## config.mk

```make
export PLATFORM = sky130hd
export DESIGN_NAME = panda_risc_v_dispatch_stage
export DESIGN_NICKNAME = d
export VERILOG_FILES = /design/src/rtl/panda_risc_v_dispatch_pkg.sv /design/src/rtl/panda_risc_v_dispatch_slot.sv /design/src/rtl/panda_risc_v_dispatch_stage.sv
export SDC_FILE = /design/constraint.sdc
export NUM_CORES = 1
export LEC_CHECK = 0
export CORE_MARGIN = 2
export CORE_UTILIZATION = 44
export DETAILED_ROUTE_END_ITERATION = 16
export PLACE_DENSITY = 0.71
export SYNTH_ARGS = -nofsm -noshare
export SYNTH_HDL_FRONTEND = slang
export SYNTH_HIERARCHICAL = 1
export SYNTH_SLANG_ARGS = --single-unit
```

## constraint.sdc

```tcl
create_clock -name clk -period 4.8 [get_ports clk]
set_input_delay 1.2 -clock clk [delete_from_list [all_inputs] [get_ports clk]]
set_output_delay 1.2 -clock clk [all_outputs]
set_load 0.01 [all_outputs]
```

## src/rtl/panda_risc_v_dispatch_pkg.sv

```systemverilog
// Shared constants and payload structs for the dispatch stage.
// Error codes, EXU slot indices, ALU message field offsets.
package panda_risc_v_dispatch_pkg;

  localparam logic [2:0] ERR_NORMAL             = 3'b000;
  localparam logic [2:0] ERR_ILLEGAL_INST       = 3'b001;
  localparam logic [2:0] ERR_ECALL              = 3'b010;
  localparam logic [2:0] ERR_EBREAK             = 3'b011;
  localparam logic [2:0] ERR_LD_ADDR_UNALIGNED  = 3'b110;
  localparam logic [2:0] ERR_STR_ADDR_UNALIGNED = 3'b111;
  localparam int         ERR_MISALIGN_BIT       = 2;

  localparam int EXU_LSU = 0;
  localparam int EXU_CSR = 1;
  localparam int EXU_MUL = 2;
  localparam int EXU_DIV = 3;

  localparam int OP_MODE_OFS = 64;
  localparam int OP1_OFS     = 32;
  localparam int OP2_OFS     = 0;

  // Sideband carried next to the message in the ALU slot.
  typedef struct packed {
    logic [2:0] err_code;
    logic [4:0] rd_id;
    logic       rd_vld;
    logic       is_long;
  } alu_meta_t;

  // Sideband in an EXU slot; tracked = this entry owns a busy bit and a long_cnt unit.
  typedef struct packed {
    logic [4:0] rd_id;
    logic       tracked;
  } exu_meta_t;

  function automatic logic is_misaligned(input logic [2:0] err_code);
    return err_code[ERR_MISALIGN_BIT];
  endfunction

endpackage

```

## src/rtl/panda_risc_v_dispatch_slot.sv

```systemverilog
// One-entry output register slice with flush.
// Latency 1 cycle; load only when free (~out_vld | out_rdy), payload held while out_rdy is low.
module panda_risc_v_dispatch_slot #(
  parameter int W = 8
) (
  input  logic         clk,
  input  logic         rst,
  input  logic         flush,
  input  logic         load,
  input  logic [W-1:0] load_dat,
  input  logic         out_rdy,
  output logic         out_vld,
  output logic [W-1:0] out_dat,
  output logic         free
);

  assign free = ~out_vld | out_rdy;

  // The data register is only written on load, so a stalled payload cannot move.
  always_ff @(posedge clk) begin
    if (rst) begin
      out_vld <= 1'b0;
      out_dat <= '0;
    end else if (flush) begin
      out_vld <= 1'b0;
    end else if (load) begin
      out_vld <= 1'b1;
      out_dat <= load_dat;
    end else if (out_rdy) begin
      out_vld <= 1'b0;
    end
  end

endmodule

```

## src/rtl/panda_risc_v_dispatch_stage.sv

```systemverilog
// Dispatch stage: ALU slot + EXU_N aux slots, RD scoreboard for WAW, long_cnt cap, flush.
// Latency 1 cycle; s_dsp_ready drops on flush, WAW hazard, long cap or a busy target slot.
// Option: PANDA_RISC_V_DISPATCH_RETIRE_BYPASS_EN lets a retire release stalls in the same cycle.
module panda_risc_v_dispatch_stage
  import panda_risc_v_dispatch_pkg::*;
#(
  parameter int EXU_N    = 4,
  parameter int MSG_W    = 71,
  parameter int LONG_MAX = 4
) (
  input  logic                   clk,
  input  logic                   rst,
  input  logic                   flush,
  input  logic [MSG_W-1:0]       s_dsp_msg,
  input  logic [EXU_N-1:0]       s_dsp_exu_sel,
  input  logic                   s_dsp_is_long,
  input  logic [4:0]             s_dsp_rd_id,
  input  logic                   s_dsp_rd_vld,
  input  logic [2:0]             s_dsp_err_code,
  input  logic                   s_dsp_valid,
  output logic                   s_dsp_ready,
  output logic [MSG_W-1:0]       m_alu_msg,
  output logic [2:0]             m_alu_err_code,
  output logic [4:0]             m_alu_rd_id,
  output logic                   m_alu_rd_vld,
  output logic                   m_alu_is_long,
  output logic                   m_alu_valid,
  input  logic                   m_alu_ready,
  output logic [EXU_N*MSG_W-1:0] m_exu_msg,
  output logic [EXU_N*5-1:0]     m_exu_rd_id,
  output logic [EXU_N-1:0]       m_exu_valid,
  input  logic [EXU_N-1:0]       m_exu_ready,
  input  logic                   retire_valid,
  input  logic [4:0]             retire_rd_id,
  output logic [3:0]             long_cnt
);

  localparam int         ALU_W      = MSG_W + $bits(alu_meta_t);
  localparam int         EXU_W      = MSG_W + $bits(exu_meta_t);
  localparam logic [3:0] LONG_MAX_C = 4'(LONG_MAX);

  logic [31:0]      busy;
  logic [31:0]      busy_n;
  logic [3:0]       long_cnt_n;
  logic [4:0]       drop_cnt;
  logic [4:0]       cnt_add;
  logic [4:0]       cnt_sub;

  logic             alu_free;
  logic [EXU_N-1:0] exu_free;
  logic [ALU_W-1:0] alu_dat;
  alu_meta_t        alu_meta_d;
  alu_meta_t        alu_meta_q;
  exu_meta_t        exu_meta_d;
  exu_meta_t        exu_meta [EXU_N];

  logic             rd_nz;
  logic             to_exu;
  logic             sel_free;
  logic             ret_eff;
  logic             ret_clr_hit;
  logic             cap_ok;
  logic             waw;
  logic             accept;
  logic             track_set;

  assign rd_nz   = s_dsp_rd_id != 5'd0;
  // A misaligned L/S is reported through the ALU path only.
  assign to_exu  = (|s_dsp_exu_sel) & ~is_misaligned(s_dsp_err_code);
  assign sel_free = ~to_exu | (|(s_dsp_exu_sel & exu_free));
  assign ret_eff = retire_valid & (long_cnt != 4'd0);

`ifdef PANDA_RISC_V_DISPATCH_RETIRE_BYPASS_EN
  assign ret_clr_hit = ret_eff & (retire_rd_id == s_dsp_rd_id);
  assign cap_ok      = (long_cnt < LONG_MAX_C) | ret_eff;
`else
  assign ret_clr_hit = 1'b0;
  assign cap_ok      = long_cnt < LONG_MAX_C;
`endif

  assign waw = s_dsp_rd_vld & rd_nz & busy[s_dsp_rd_id] & ~ret_clr_hit;

  assign s_dsp_ready = ~rst & ~flush & ~waw & (~s_dsp_is_long | cap_ok) & alu_free & sel_free;
  assign accept      = s_dsp_valid & s_dsp_ready;
  assign track_set   = accept & to_exu & exu_meta_d.tracked;

  assign alu_meta_d.err_code = s_dsp_err_code;
  assign alu_meta_d.rd_id    = s_dsp_rd_id;
  assign alu_meta_d.rd_vld   = s_dsp_rd_vld;
  assign alu_meta_d.is_long  = s_dsp_is_long;

  assign exu_meta_d.rd_id    = s_dsp_rd_id;
  assign exu_meta_d.tracked  = s_dsp_is_long & s_dsp_rd_vld & rd_nz;

  panda_risc_v_dispatch_slot #(.W(ALU_W)) u_alu_slot (
    .clk      (clk),
    .rst      (rst),
    .flush    (flush),
    .load     (accept),
    .load_dat ({s_dsp_msg, alu_meta_d}),
    .out_rdy  (m_alu_ready),
    .out_vld  (m_alu_valid),
    .out_dat  (alu_dat),
    .free     (alu_free)
  );

  assign {m_alu_msg, alu_meta_q} = alu_dat;
  assign m_alu_err_code = alu_meta_q.err_code;
  assign m_alu_rd_id    = alu_meta_q.rd_id;
  assign m_alu_rd_vld   = alu_meta_q.rd_vld;
  assign m_alu_is_long  = alu_meta_q.is_long;

  for (genvar k = 0; k < EXU_N; k++) begin : g_exu
    logic [EXU_W-1:0] dat_q;

    panda_risc_v_dispatch_slot #(.W(EXU_W)) u_exu_slot (
      .clk      (clk),
      .rst      (rst),
      .flush    (flush),
      .load     (accept & to_exu & s_dsp_exu_sel[k]),
      .load_dat ({s_dsp_msg, exu_meta_d}),
      .out_rdy  (m_exu_ready[k]),
      .out_vld  (m_exu_valid[k]),
      .out_dat  (dat_q),
      .free     (exu_free[k])
    );

    assign {m_exu_msg[k*MSG_W +: MSG_W], exu_meta[k]} = dat_q;
    assign m_exu_rd_id[k*5 +: 5] = exu_meta[k].rd_id;
  end

  // Scoreboard update: retire and flushed entries clear, a new long entry sets and wins.
  always_comb begin
    busy_n   = busy;
    drop_cnt = '0;
    if (ret_eff) busy_n[retire_rd_id] = 1'b0;
    for (int k = 0; k < EXU_N; k++) begin
      if (flush & m_exu_valid[k] & ~m_exu_ready[k] & exu_meta[k].tracked) begin
        busy_n[exu_meta[k].rd_id] = 1'b0;
        drop_cnt = drop_cnt + 5'd1;
      end
    end
    if (track_set) busy_n[s_dsp_rd_id] = 1'b1;
  end

  assign cnt_add    = {1'b0, long_cnt} + {4'd0, track_set};
  assign cnt_sub    = drop_cnt + {4'd0, ret_eff};
  assign long_cnt_n = (cnt_sub > cnt_add) ? 4'd0 : 4'(cnt_add - cnt_sub);

  always_ff @(posedge clk) begin
    if (rst) begin
      busy     <= '0;
      long_cnt <= '0;
    end else begin
      busy     <= busy_n;
      long_cnt <= long_cnt_n;
    end
  end

  retire_without_long: assert property (@(posedge clk) disable iff (rst)
    !(retire_valid && long_cnt == 4'd0));

endmodule

```

Word level (Yosys, flattened, before mapping)
Index checks and enable logic that the tools add are counted.

cells by class
  add/sub/neg operators = 6
  order comparisons = 14
  multiplexer cells = 34
  bitwise gates (word level) = 64
  reductions and logical operators = 22

operator list
  cell                                                                                 count
  32-bit two-way mux                                                                   6
  32-bit AND                                                                           5
  32-bit NOT                                                                           5
  5-bit by 6-bit less-than comparator with 1-bit output, second input constant         6
  32-bit bitwise OR                                                                    1
  1-bit AND                                                                            30
  1-bit demux with 5-bit select                                                        6
  5-bit by 1-bit greater-or-equal comparator with 1-bit output, second input constant  6
  1-bit two-way mux                                                                    18
  5-bit by 1-bit adder with 5-bit output, second input constant                        3
  5-bit two-way mux                                                                    3
  1-bit NOT                                                                            15
  2-bit AND reduction                                                                  5
  2-bit nonzero test                                                                   5
  4-bit OR reduction                                                                   2
  1-bit bitwise OR                                                                     7
  1-bit logical AND                                                                    6
  4-bit by 1-bit adder with 5-bit output                                               1
  5-bit by 1-bit adder with 5-bit output                                               1
  1-bit binary-select mux with 5-bit select                                            1
  5-bit > comparator                                                                   1
  5-bit nonzero test                                                                   1
  4-bit AND                                                                            1
  4-bit by 3-bit less-than comparator with 1-bit output, second input constant         1
  other kinds (3)                                                                      4

word-level totals
  register bits after elaboration = 430
  input port bits = 100
  output and inout port bits = 395
  word-level logic and storage cells = 152

Longest topological paths before layout
  depth after elaboration = 17
  gate-level depth with buffers = 18

By module
Netlist, hierarchy kept.

by module, submodules not included
  module                                                 times used  cells an instance  area each (µm²)  seq. area each (µm²)
  panda_risc_v_dispatch_slot at g_exu[0].u_exu_slot ...  4           354                3502.1           1561.5
  panda_risc_v_dispatch_slot at u_alu_slot               1           374                4579.4           1641.6
  panda_risc_v_dispatch_stage                            1           482                3773.6           720.7

Worst setup path before layout
OpenSTA, ideal clock, no wires.

  path kind = input port to flip-flop
  from = in s_dsp_rd_id[2]
  to = reg long_cnt[1]
  setup time = 0.080 ns
  arrival = 4.361 ns
  required time = 4.720 ns
  setup slack = 0.359 ns
  stages = 18
  buffers on the path = 3
  path through = buf_6 > or3_1 > buf_2 > o31a_1 > and2_1 > nand3_2 > buf_4 > nor2_1 > ha_1 > ha_1 > inv_1 > ha_1 > nor2b_1 > o21a_1 > o21a_1 > o21ai_0 > a22oi_1 > nor3b_1

RTL lines
  element               line                                RTL
  start, declared       panda_risc_v_dispatch_stage.sv:17   input logic [4:0] s_dsp_rd_id,
  end signal, assigned  panda_risc_v_dispatch_stage.sv:156  long_cnt <= long_cnt_n;
  end, declared         panda_risc_v_dispatch_stage.sv:35   output logic [3:0] long_cnt

Worst setup path after layout
  from = in s_dsp_rd_id[0]
  to = out s_dsp_ready

between the ends
  word-level cells in the longest chain between the ends = 8
  elaborated cells between the ends (all ways) = 10
  those cells by class = mux (2); bitwise (7); reduce/logical (1)

ends and longest elaborated chain
  element                                                                                 line                                                                  RTL
  1-bit binary-select mux with 5-bit select / 5-bit nonzero test (equally long branches)  panda_risc_v_dispatch_stage.sv:81, panda_risc_v_dispatch_stage.sv:67
  1-bit two-way mux (not written as such) / 1-bit AND (equally long branches)             panda_risc_v_dispatch_stage.sv:81                                     assign waw = s_dsp_rd_vld & rd_nz & busy[s_dsp_rd_id] & ~ret_clr_hit;
  1-bit AND *                                                                             panda_risc_v_dispatch_stage.sv:81
  1-bit NOT *                                                                             panda_risc_v_dispatch_stage.sv:83                                     assign s_dsp_ready = ~rst & ~flush & ~waw & (~s_dsp_is_long | cap_ok) & alu_free & sel_free;
  1-bit AND * (4 in a row)                                                                panda_risc_v_dispatch_stage.sv:83
  end, declared                                                                           panda_risc_v_dispatch_stage.sv:21                                     output logic s_dsp_ready,

Every way passes the cells marked *; elsewhere a longest branch is shown, timed or not. The select of a mux whose other input is x is not followed.

==> results.yml <==
worst_setup_path:
  cp_slowest_cell: "mux4_2"
  worstSetupPathType: "in -> out"
  worstPathArrival_ps: 3190
  reg2reg_to: "long_cnt[1]$_SDFF_PP0_"
  cp_data_required_time_ps: 3600
  path_delay_family: "buffers and inverters"
  cpPeakStageDelay_ps: 540
  cp_max_fo: 17
  timing.reg2reg.setup_slack_ps: 1280
  r2r_start: "g_exu[0].u_exu_slot/out_dat[0]$_SDFFE_PP0P_"
  start_kind: "primary input"
  path_cells: "clkdlybuf4s50_1 -> buf_12 -> mux4_2 -> nand3_2 -> o2111ai_4 -> buf_4 -> a21boi_2 -> dlymetal6s2s_1"
  cp-end-kind: "output port"
  cp_num_buf_inv: 4
  reg2reg_depth: 14
worst_hold_path:
  min_from: "g_exu[3].u_exu_slot/out_dat[22]$_SDFFE_PP0P_"
  hold_end: "g_exu[3].u_exu_slot/out_dat[22]$_SDFFE_PP0P_"
  hold_class: "reg -> reg"
  hold_depth: 2
routing:
  antenna_left: 0
  route.detailed.drc: 0
  vias: 19830
  dr.first_iter.drc_count: 1770
  firstDrtPassIters: 5
  drt-wirelength-per-cell_um: 25.65
  finalWirelength_mm: 86.09
  viasPerCell: 5.909
finish:
  nNetsFinal: 2764
  layout_commonest_cell: "clkdlybuf4s50_1"
  insertedDiodeCount: 0
  drive_above_1_share_pct: 12.56
  fillers: 4322
  mostFrequentLayoutCells: "clkdlybuf4s50_1 (490), dfxtp_1 (430), nand4bb_1 (389)"
  synthToLayoutAreaGrowth_pct: 31.51
logic_synthesis:
  seq_area_frac_synth_pct: 38.50
  synth_seq_cells: 430
  synth_ff_type: "dfxtp_1"
  synth_nets: 2388
  synthAdderAreaFrac_pct: 0.9288
  synth-compound-area-share_pct: 14.77
  synth_edf_count: 0
  yosys_warnings: 6
  synth_area_um2: 22360
  syn_area_per_cell_um2: 9.842
  yosys.area_share.simple_pct: 38.90
  synth_cells: 2272
  post_synth_mux_area_share_pct: 0.7889
  async_reset_ff_share_pct: 0
  synth_top_family_by_area: "simple AND/OR/NAND/NOR gates"
  synthXorXnorAreaFrac_pct: 0.3133
  synth_cell_types: 74
clock_network:
  cts_tree: "yes"
  hold_buffers: 0
  cts_buffer_depth: 3
  clk_pin_slew_ps: 60
  numCtsBuffers: 49
  post-cts-setup-buffer-count: 0
  numClockSinks: 430
  htreeDepth: 2
  cts_root_buf: "clkbuf_16"
  clk_latency_ps: 590
timing:
  min_period_ps: 4394
  timing.final.crit_share_pct: 91.55
  tightest_slew_ps: 1167
  finalHoldViolations: 0
  finClkSkew_ps: 11.83
  grt_setup_unrepaired: "false"
  maxSlewViolCount: 0
  hold_ws_ps: 461.8
  slew-limit-headroom_pct: 22.23
  fmax_mhz: 227.6
  fin_ws_ps: 405.7
  setup_violations: 0
power:
  p_comb_share_pct: 8.8
  p_sw_w: 0.001983
  p_seq_share_pct: 43.7
  p_leak_nw: 9.811
  power_density_nw_per_um2: 281.7
  swShare_pct: 23.94
  internal_power_w: 0.006302
  clockPowerShare_pct: 47.5
  max-vdd-ir-drop_mv: 0.2101
die:
  initial_core_util_pct: 44.57
  row_count: 82
  die-area_um2: 52640
  die_h_um: 229.4
  die_x_um: 229.4
  coreArea_um2: 50170
  io-pin-count: 495
grt:
  grt_pass1_wl_mm: 128.0
  first_global_vias: 19530
  grt_usage_pct: 31.23
  antenna_found_initial: 1
  grt-ovfl-total: 0
  grt_max_degree: 292
place:
  post-place-ws_ps: -73.55
  place_congestion: 0.9494
  portBuffers: 494
  dp_hpwl_mm: 54.91
flow_run:
  maxCapViolCount: 0
run_status:
  status: "finished clean"
## cell families after synthesis
family | after synthesis
DFF | 430
other | 1
and+or+nand+nor | 1011
xor gates and xnor gates | 8
AOI/OAI and AO/OA | 527
buffers and inverters | 264
muxes | 15
adders and majority gates | 16
## Yosys cell counts, types with 18 or more instances
cell type | count | area share, %
o21ai_1 | 314 | 7.0
nor2_1 | 40 | 0.67
nand2b_1 | 331 | 9.3
clkbuf_1 | 149 | 2.5
a21oi_1 | 25 | 0.56
nand2b_4 | 70 | 4.3
dfxtp_1 | 430 | 38
buf_4 | 30 | 1.0
o21ai_2 | 70 | 2.7
nand4bb_1 | 389 | 20
buf_2 | 36 | 0.81
buf_6 | 18 | 0.91
nand2_1 | 41 | 0.69
o21ai_0 | 20 | 0.45
inv_1 | 18 | 0.30
nand3_1 | 24 | 0.54
o41ai_1 | 20 | 0.78
## how the worst max path moves through the flow
stage	startpoint	slack [ps]	cells after the start	endpoint
2_1_floorplan	s_dsp_rd_id[2]	360	18	long_cnt[1]$_SDFF_PP0_
3_3_place_gp	s_dsp_rd_id[3]	4	16	long_cnt[1]$_SDFF_PP0_
3_5_place_dp	s_dsp_rd_id[3]	-70	16	long_cnt[1]$_SDFF_PP0_
4_1_cts	s_dsp_rd_id[0]	8	9	s_dsp_ready
5_1_grt	s_dsp_rd_id[2]	280	18	long_cnt[1]$_SDFF_PP0_
6_report	s_dsp_rd_id[0]	410	8	s_dsp_ready
## per-layer routing
layer  global-route usage (%)  part of all wire [%]  up-vias
li1                         -                     -     9053
met1                    40.35                    42     9757
met2                    49.48                    45      829
met3                    8.977                   8.9      191
met4                    11.32                   3.6        2
met5                        0                 0.015        -
## registers in the layout (all words and copies together), names as in the netlist
signal                    cells
busy                         32
g_exu.u_exu_slot/out_dat    308
g_exu.u_exu_slot/out_vld      4
long_cnt                      4
u_alu_slot/out_dat           81
u_alu_slot/out_vld            1
## cell type report
class                   instances  area (um^2)  share of cell area (%)
repair buffers                566         5672                   19.29
well taps                     672        840.8                   2.859
clock buffers                  74         1481                   5.037
inverters                      23        86.33                  0.2936
flip-flops and latches        430         8608                   29.27
multi-input cells            1578        12520                   42.58
clock inverters                13        196.4                  0.6680
## tightest hold or removal path: stages, from the launching register on
cell and delay [ps]:
dfxtp_1 310, nand2b_1 60, o21ai_1 50
## power by group through the flow
stage | clock, W | combinational [W] | sequential, W
final | 0.00393 | 0.000729 | 0.00362
after global routing | 0.00414 | 0.000760 | 0.00363
after floorplan | 0 | 0.000395 | 0.00371
after global placement | 0 | 0.000710 | 0.00370
after CTS | 0.00399 | 0.000719 | 0.00362
after detailed placement | 0 | 0.000717 | 0.00370
## metrics by stage
stage	util (%)	cell area [um^2]	cells	TNS [ps]	total power [W]
floorplan	-	22360	2272	0	0.004107
CTS	58.58	29390	3356	0	0.008334
global route	58.62	29410	3356	0	0.008526
detailed placement	55.24	27710	3269	-173.6	0.004420
finish	58.62	29410	3356	0	0.008286
global placement	55.24	27710	3269	0	0.004412
## timing repair
action	in CTS	in global routing
resized for setup	1	4
pin swaps	0	2
setup endpoints to repair	1	1
endpoints found under the hold margin	0	0
No activity file was read; power rests on OpenSTA's default activity.
